--- config.mk ---
export PLATFORM = sky130hd
export DESIGN_NAME = mult_share_arb
export DESIGN_NICKNAME = d
export VERILOG_FILES = /design/src/rtl/mult_share_pkg.sv /design/src/rtl/mult_iter_core.sv /design/src/rtl/mult_share_arb.sv
export SDC_FILE = /design/constraint.sdc
export NUM_CORES = 1
export LEC_CHECK = 0
export ABC_AREA = 1
export CELL_PAD_IN_SITES_DETAIL_PLACEMENT = 2
export CELL_PAD_IN_SITES_GLOBAL_PLACEMENT = 2
export CORE_MARGIN = 5
export CORE_UTILIZATION = 30
export DETAILED_ROUTE_END_ITERATION = 8
export PLACE_DENSITY_LB_ADDON = 0.1
export SKIP_CTS_REPAIR_TIMING = 1
export SYNTH_ARGS = -nofsm -noshare
export SYNTH_HDL_FRONTEND = slang
export SYNTH_SLANG_ARGS = --single-unit
--- constraint.sdc ---
create_clock -name clk -period 23.4 [get_ports clk]
set_input_delay 4.68 -clock clk [delete_from_list [all_inputs] [get_ports clk]]
set_output_delay 4.68 -clock clk [all_outputs]
set_load 0.02 [all_outputs]
--- src/rtl/mult_share_pkg.sv ---
// Shared types and helpers for the shared-multiplier arbiter: FSM states,
// default sizes and the round-robin grant search.
package mult_share_pkg;

    localparam int WIDTH_DEF = 32;
    localparam int N_REQ_DEF = 4;

    typedef enum logic [1:0] {
        IDLE,
        CALC,
        DONE
    } state_e;

    // First set request at or after ptr, searching upward with wrap-around over n requesters.
    function automatic logic [2:0] rr_grant(input logic [7:0] req, input logic [2:0] ptr,
                                            input int unsigned n);
        logic [2:0]  g;
        logic        found;
        int unsigned idx;
        g     = '0;
        found = 1'b0;
        for (int unsigned i = 0; i < 8; i++) begin
            idx = (32'(ptr) + i) % n;
            if (!found && (i < n) && req[idx[2:0]]) begin
                g     = idx[2:0];
                found = 1'b1;
            end
        end
        return g;
    endfunction

endpackage

--- src/rtl/mult_iter_core.sv ---
// Iterative shift-add multiplier datapath, one multiplier bit per cycle.
// MULT_SHARE_ARB_EARLY_EXIT_EN: also finish as soon as the remaining multiplier bits are zero.
module mult_iter_core
    import mult_share_pkg::*;
#(
    parameter int WIDTH = WIDTH_DEF
) (
    input  logic               clk,
    input  logic               rst,
    input  logic               start,
    input  logic [WIDTH-1:0]   a,
    input  logic [WIDTH-1:0]   b,
    output logic               done,
    output logic [2*WIDTH-1:0] p
);

    localparam int CNT_W = $clog2(WIDTH);

    logic [2*WIDTH-1:0] a_sh_q, a_sh_d, acc_q, acc_d;
    logic [WIDTH-1:0]   b_sh_q, b_sh_d;
    logic [CNT_W-1:0]   cnt_q, cnt_d;
    logic               active_q, active_d;
    logic               last;

    always_comb begin
        // NOTE: every variable gets a default first so no path leaves it unassigned (no latch).
        a_sh_d   = a_sh_q;
        b_sh_d   = b_sh_q;
        acc_d    = acc_q;
        cnt_d    = cnt_q;
        active_d = active_q;
        last     = 1'b0;
        if (start) begin
            a_sh_d   = {{WIDTH{1'b0}}, a};
            b_sh_d   = b;
            acc_d    = '0;
            cnt_d    = '0;
            active_d = 1'b1;
        end else if (active_q) begin
            acc_d  = acc_q + (b_sh_q[0] ? a_sh_q : '0);
            a_sh_d = a_sh_q << 1;
            b_sh_d = b_sh_q >> 1;
            cnt_d  = cnt_q + 1'b1;
            last   = (cnt_q == CNT_W'(WIDTH - 1));
`ifdef MULT_SHARE_ARB_EARLY_EXIT_EN
            last   = last || (b_sh_d == '0);
`endif
            active_d = !last;
        end
    end

    // NOTE: sequential state uses non-blocking assignments so all flops update together.
    always_ff @(posedge clk or posedge rst) begin
        if (rst) begin
            a_sh_q   <= '0;
            b_sh_q   <= '0;
            acc_q    <= '0;
            cnt_q    <= '0;
            active_q <= 1'b0;
        end else begin
            a_sh_q   <= a_sh_d;
            b_sh_q   <= b_sh_d;
            acc_q    <= acc_d;
            cnt_q    <= cnt_d;
            active_q <= active_d;
        end
    end

    // The final product is the accumulator value being written on the last step.
    assign done = last;
    assign p    = acc_d;

endmodule

--- src/rtl/mult_share_arb.sv ---
// Round-robin arbiter sharing one iterative multiplier between N_REQ requesters.
// MULT_SHARE_ARB_EARLY_EXIT_EN (in mult_iter_core) shortens CALC for small multipliers.
module mult_share_arb
    import mult_share_pkg::*;
#(
    parameter int WIDTH = WIDTH_DEF,
    parameter int N_REQ = N_REQ_DEF,
    parameter int ID_W  = $clog2(N_REQ)
) (
    input  logic                   clk,
    input  logic                   rst,
    input  logic [N_REQ-1:0]       req_valid,
    input  logic [N_REQ*WIDTH-1:0] req_a,
    input  logic [N_REQ*WIDTH-1:0] req_b,
    output logic [N_REQ-1:0]       req_ready,
    output logic                   rsp_valid,
    output logic [ID_W-1:0]        rsp_id,
    output logic [2*WIDTH-1:0]     rsp_p,
    output logic                   busy
);

    state_e             state_q, state_d;
    logic [ID_W-1:0]    rr_ptr_q, rr_ptr_d, id_q, id_d, rsp_id_q, rsp_id_d, grant;
    logic               rsp_valid_q, rsp_valid_d, busy_q, busy_d;
    logic [2*WIDTH-1:0] rsp_p_q, rsp_p_d, core_p;
    logic [WIDTH-1:0]   op_a, op_b;
    logic               start, core_done;

    assign grant = ID_W'(rr_grant(8'(req_valid), 3'(rr_ptr_q), N_REQ));
    assign op_a  = req_a[grant*WIDTH +: WIDTH];
    assign op_b  = req_b[grant*WIDTH +: WIDTH];

    always_comb begin
        state_d     = state_q;
        rr_ptr_d    = rr_ptr_q;
        id_d        = id_q;
        rsp_valid_d = 1'b0;
        rsp_id_d    = rsp_id_q;
        rsp_p_d     = rsp_p_q;
        start       = 1'b0;
        req_ready   = '0;
        case (state_q)
            IDLE: begin
                if (|req_valid) begin
                    start            = 1'b1;
                    req_ready[grant] = !rst;
                    id_d             = grant;
                    rr_ptr_d         = (grant == ID_W'(N_REQ - 1)) ? '0 : grant + 1'b1;
                    state_d          = CALC;
                end
            end
            CALC: begin
                if (core_done) begin
                    rsp_valid_d = 1'b1;
                    rsp_id_d    = id_q;
                    rsp_p_d     = core_p;
                    state_d     = DONE;
                end
            end
            DONE:    state_d = IDLE;
            default: state_d = IDLE;
        endcase
        busy_d = (state_d != IDLE);
    end

    always_ff @(posedge clk or posedge rst) begin
        if (rst) begin
            state_q     <= IDLE;
            rr_ptr_q    <= '0;
            id_q        <= '0;
            rsp_valid_q <= 1'b0;
            rsp_id_q    <= '0;
            rsp_p_q     <= '0;
            busy_q      <= 1'b0;
        end else begin
            state_q     <= state_d;
            rr_ptr_q    <= rr_ptr_d;
            id_q        <= id_d;
            rsp_valid_q <= rsp_valid_d;
            rsp_id_q    <= rsp_id_d;
            rsp_p_q     <= rsp_p_d;
            busy_q      <= busy_d;
        end
    end

    mult_iter_core #(.WIDTH(WIDTH)) u_core (
        .clk   (clk),
        .rst   (rst),
        .start (start),
        .a     (op_a),
        .b     (op_b),
        .done  (core_done),
        .p     (core_p)
    );

    assign rsp_valid = rsp_valid_q;
    assign rsp_id    = rsp_id_q;
    assign rsp_p     = rsp_p_q;
    assign busy      = busy_q;

endmodule

==> Yosys cells after proc, flatten, opt, wreduce, memory -nomap -nowiden <==
Cells that the tools add are included.
{ "word_totals": {"inputBits": 262, "regBits": 240, "romBits": 0, "latchBits": 0, "output_inout_bits": 72, "ram_bits": 0, "n_memories": 0} }
{ "classes": {"n_reduce_logical": 15, "addsub": 6, "shifts": 2, "n_bitwise": 1, "n_mul": 0, "n_eq_ne": 3, "n_div": 0, "mux": 40, "n_lt_le_gt_ge": 6} }
{ "op_table": {"columns": ["cell", "n"], "rows": [
  ["64-bit two-way mux", 5],
  ["128-bit by 8-bit variable part select with 32-bit output", 2],
  ["64-bit adder", 1],
  ["32-bit two-way mux", 2],
  ["2-bit by 4-bit < comparator with 1-bit output, second input constant", 4],
  ["1-bit two-way mux", 16],
  ["2-bit two-way mux", 7],
  ["5-bit two-way mux", 2],
  ["1-bit binary-select mux with 2-bit select", 4],
  ["4-bit two-way mux", 2],
  ["5-bit by 1-bit adder with 5-bit output, second input constant", 1],
  ["5-bit == test, second input constant", 1],
  ["1-bit logical NOT", 5],
  ["2-bit by 1-bit adder with 2-bit output, second input constant", 2],
  ["2-bit adder, second input constant", 2],
  ["4-bit bitwise AND", 1],
  ["1-bit logical AND", 4],
  ["2-bit one-hot mux with 2 select lines", 1],
  ["2-bit AND reduction", 2],
  ["2-bit nonzero test", 2],
  ["4-bit OR reduction", 1],
  ["2-bit by 3-bit < comparator with 1-bit output, second input constant", 1],
  ["1-bit demux with 2-bit select", 1],
  ["2-bit by 1-bit == test with 1-bit output, second input constant", 1],
  ["other kinds (3)", 3]
]} }

==> Longest topological paths before layout <==
{ "logic_depth": {"depth_word": 19, "mapped_depth": 21} }

==> Modules after synthesis <==
Synthesis repeated with hierarchy kept, for this count alone.
{ "unflattened": {"hier_cells": 3198, "area_unflattened_um2": 19040.8} }
{ "modules_own_cells": {"columns": ["module", "n_inst", "seq_area_each_um2", "area_each_um2", "cells_per_inst"], "rows": [
  ["mult_iter_core", 1, 4154.0, 12976.2, 2125],
  ["mult_share_arb", 1, 1851.8, 6064.6, 1073]
]} }

==> Least setup slack after synthesis <==
OpenSTA, ideal clock, no wires.
{ "synth_path": {"kind": "input -> output", "startpoint": "input port rst", "endpoint": "output port req_ready[0]", "cell_stages": 3, "arrival_time_ps": 10819, "path_slack_ps": 7901, "path_buffers": 0, "path_cell_list": "inv_1 nand2_1 nor2_1"} }
{ "synth_via": {"elab_chain_len": 4} }
{ "synth_lines": {"columns": ["element", "line", "rtl"], "rows": [
  ["start: declaration", "mult_share_arb.sv:11", "input logic rst,"],
  ["1-bit logical NOT (no source line)", null, null],
  ["4-bit bitwise AND (no source line)", null, null],
  ["4-bit two-way mux", "mult_share_arb.sv:44", "if (|req_valid) begin"],
  ["4-bit two-way mux", "mult_share_arb.sv:42", "case (state_q)"],
  ["end: declaration", "mult_share_arb.sv:15", "output logic [N_REQ-1:0] req_ready,"]
]} }
Every way passes these cells.

==> Final worst setup path <==
{ "layout_path": {"startpoint": "input port req_valid[2]", "endpoint": "output port req_ready[3]"} }
{ "layout_via": {"elab_chain_len": 19} }
{ "layout_lines": {"columns": ["element", "line", "rtl"], "rows": [
  ["start: declaration", "mult_share_arb.sv:12", "input logic [N_REQ-1:0] req_valid,"],
  ["1-bit binary-select mux with 2-bit select", "mult_share_pkg.sv:24", "if (!found && (i < n) && req[idx[2:0]]) begin"],
  ["1-bit two-way mux (implied by the code)", "mult_share_pkg.sv:24", null],
  ["1-bit two-way mux", "mult_share_pkg.sv:24", null],
  ["1-bit logical NOT", "mult_share_pkg.sv:24", null],
  ["1-bit logical AND", "mult_share_pkg.sv:24", null],
  ["1-bit two-way mux", "mult_share_pkg.sv:24", null],
  ["1-bit logical NOT", "mult_share_pkg.sv:24", null],
  ["1-bit logical AND", "mult_share_pkg.sv:24", null],
  ["[... 3 more ...]", null, null],
  ["2-bit two-way mux", "mult_share_pkg.sv:24", null],
  ["2-bit by 3-bit < comparator with 1-bit output (implied by the code) / 2-bit by 1-bit >= comparator with 1-bit output (equally long branches)", "mult_share_arb.sv:46", "req_ready[grant] = !rst;"],
  ["1-bit logical AND (implied by the code)", "mult_share_arb.sv:46", null],
  ["1-bit two-way mux (implied by the code)", "mult_share_arb.sv:46", null],
  ["1-bit demux with 2-bit select", "mult_share_arb.sv:46", null],
  ["4-bit bitwise AND (no source line)", null, null],
  ["4-bit two-way mux (*)", "mult_share_arb.sv:44", null],
  ["4-bit two-way mux (*)", "mult_share_arb.sv:42", null]
]} }
Mark *: on every way between the ends. The rest lies on a longest branch, timed or not. The select of a mux whose other input is x is not followed.

==> impl_metrics.ini <==
[run_status]
status = completed

[route]
route.detailed.drc = 0
dr.pass1.iters = 4
via_per_inst = 4.82
via_count = 22200
ant_nets = 0
drt-initial-drc-count = 809
wl_per_cell_um = 18.7
drt-total-wl_um = 86500

[place]
place_congestion = 0.899
placement.cell_area_um2 = 24000
port_buffers = 333
hpwl_um = 67600

[sta]
relSlewSlack = 0.162
worst_clock_skew_ns = 0.0260
timing.fmax_mhz = 79.7
drv_slew = 0
tns_ns = 0
tightest_slew_ns = 1.26
fin_crit_ns = 12.55
finalHoldViolCount = 0
rsz0062_at_grt = no
finalCritPeriodShare = 0.537
setup_viol = 0

[grt]
grt_pass1_wl_um = 136000
grt-ovfl-total = 0
grt_use_total = 0.236
grt_pass1_vias = 24400
grt_max_degree = 208
antenna_found_initial = 8

[logic_synthesis]
ys.flop_type = dfrtp_1
avgSynthCellArea_um2 = 5.75
syn_area_um2 = 20000
syn_nets = 3814
async_flop_share = 1.00
synth_cells = 3482
synth_seq_cells = 240
ys_seq_area_frac = 0.300
synth_edf_count = 0
yosysUniqueCellTypes = 36
ys_warn_count = 0

[clock_tree]
cts_buffers = 30
cts-root-buf = clkbuf_16
clkLatencyLatePin_ns = 0.60
htreeDepth = 1
tritoncts = yes
cts.sink_count = 240
path_clk_slew_ns = 0.06
cts_buffer_depth = 3

[layout]
nets = 4060
finalInstanceArea_um2 = 25000
areaGrowthSynthToFinish_pct = 25.2
layout-drive-gt1-share = 0.0283

[critical_path]
cp_slowest_cell = clkdlybuf4s50_1
cp.required_ns = 18.72
crit_chain = clkdlybuf4s50_1, nand2_1, o21ai_1, nand2_1, nand2_1, nor2_1, nand2_2, nor2_1, nor2_4, inv_2, buf_4, ha_1, inv_1, nor2_1, clkdlybuf4s50_1
max_stage_delay_ns = 0.66
critPathBufInv = 5
setup.worst_path.start_class = primary input
crit_type = in -> out
crit_family = buffers and inverters
crit_fanout = 66
cp-end-kind = primary output
worstPathArrival_ns = 7.87

[die]
rows = 94
die-area_um2 = 71900
die-width_um = 268
core_um2 = 66000
initial_core_util = 0.303
die_h_um = 268
ios = 334

[power_and_ir_drop]
power.density_nw_per_um2 = 134
ir_drop_mv = 0.160
p_leak_nw = 15.0

[min_path]
hold_path.class = reg -> reg

[flow_run]
timing.max_cap.violations = 0
## synthesized netlist by cell type (3+ instances only)
library cell	count	area, µm²
a21boi_0	33	248
a21oi_1	58	290
and2_1	3	18.8
buf_1	18	67.6
buf_2	36	180
buf_4	11	82.6
clkbuf_1	71	267
dfrtp_1	240	6010
ha_1	69	863
inv_1	811	3040
nand2_1	1301	4880
nand3_1	515	2580
nand4_1	8	50.1
nor2_1	183	687
nor3_1	12	60.1
o21ai_0	53	265
o21ai_1	5	25.0
o21bai_1	3	22.5
or2_2	27	169
xor2_1	4	35.0
## where the power goes
| part | total (mW) | internal [mW] | switching, mW |
|---|---|---|---|
| clock | 0.480 | 0.285 | 0.195 |
| sequential | 0.744 | 0.600 | 0.144 |
| combinational | 2.12 | 0.674 | 1.45 |
## flip-flops by register name (all words and copies together) (netlist names)
signal,cells
u_core.b_sh_q,32
id_q,2
busy,1
state_q,2
u_core.acc_q,64
rsp_id,2
u_core.cnt_q,5
rsp_valid,1
rr_ptr_q,2
u_core.a_sh_q,64
rsp_p,64
u_core.active_q,1
## metrics by stage
stage,std cells,power (mW),worst slack (ns),utilization,hold slack [ns]
after detailed placement,4560,2.89,10.84,0.364,0.465
after CTS,4614,3.40,10.82,0.379,0.481
after global placement,4560,2.79,10.92,0.364,0.460
final,4619,3.34,10.85,0.379,0.481
after floorplan,3482,2.14,7.90,-,0.448
after global routing,4619,3.67,10.60,0.379,0.509
## kinds of logic after synthesis
logic type      after synthesis  share of synthesized area
buf+inv                     949                      0.182
fa+ha+maj                    70                     0.0442
compound gates              160                     0.0456
flops                       240                      0.300
simple gates               2057                      0.425
xor+xnor                      6                    0.00263
## metal layers
metal | vias up | global-route usage | share of wire
met5 | - | 0 | 0.00031
met4 | 4 | 0.0349 | 0.011
met3 | 55 | 0.0312 | 0.038
met2 | 289 | 0.421 | 0.49
met1 | 11000 | 0.313 | 0.46
li1 | 10900 | - | -
## cells in the final DEF (no fill, tap or decap), types with 8 or more instances in the layout
master / n
ha_1: 69
o21ai_0: 53
a21oi_1: 58
or2_2: 27
nor3_1: 12
nand3_1: 515
nand4_1: 8
clkbuf_16: 31
a21boi_0: 33
clkdlybuf4s50_1: 333
buf_4: 16
nor2_1: 180
nand2_1: 1300
dfrtp_1: 238
inv_1: 808
## layout make-up
cell class	count	area, µm²
antenna	5	12.5
multi-input combinational	2293	10400
inverter	813	3060
clock inverter	9	105
tap	864	1080
sequential	240	6010
fill	8242	40900
clock buffer	45	898
timing repair buffer	350	3470
## path summary, 6_finish.rpt
| path | start | slack (ns) | end | depth (start not counted) |
|---|---|---|---|---|
| min in group asynchronous | rst | 4.53 | u_core.b_sh_q[31] | 2 |
| worst min register to register | id_q[0] | 0.48 | rsp_id[0] | 2 |
| max in group asynchronous | rst | 16.94 | u_core.a_sh_q[49] | 4 |
| worst max register to register | state_q[1] | 19.76 | rsp_p[3] | 9 |
| worst max-delay path | req_valid[2] | 10.85 | req_ready[3] | 15 |
| worst min-delay path | id_q[0] | 0.48 | rsp_id[0] | 2 |
## worst reg2reg max path, cell delays in order (launching register included)
cell and delay [ns]:
dfrtp_1 0.40, nor2_1 0.11, inv_1 0.09, nor2_4 0.10, buf_4 0.59, buf_4 0.73
inv_4 0.49, buf_4 0.54, nand3_1 0.30, o21ai_0 0.12
Note: power is estimated with default switching activity, not from simulation.
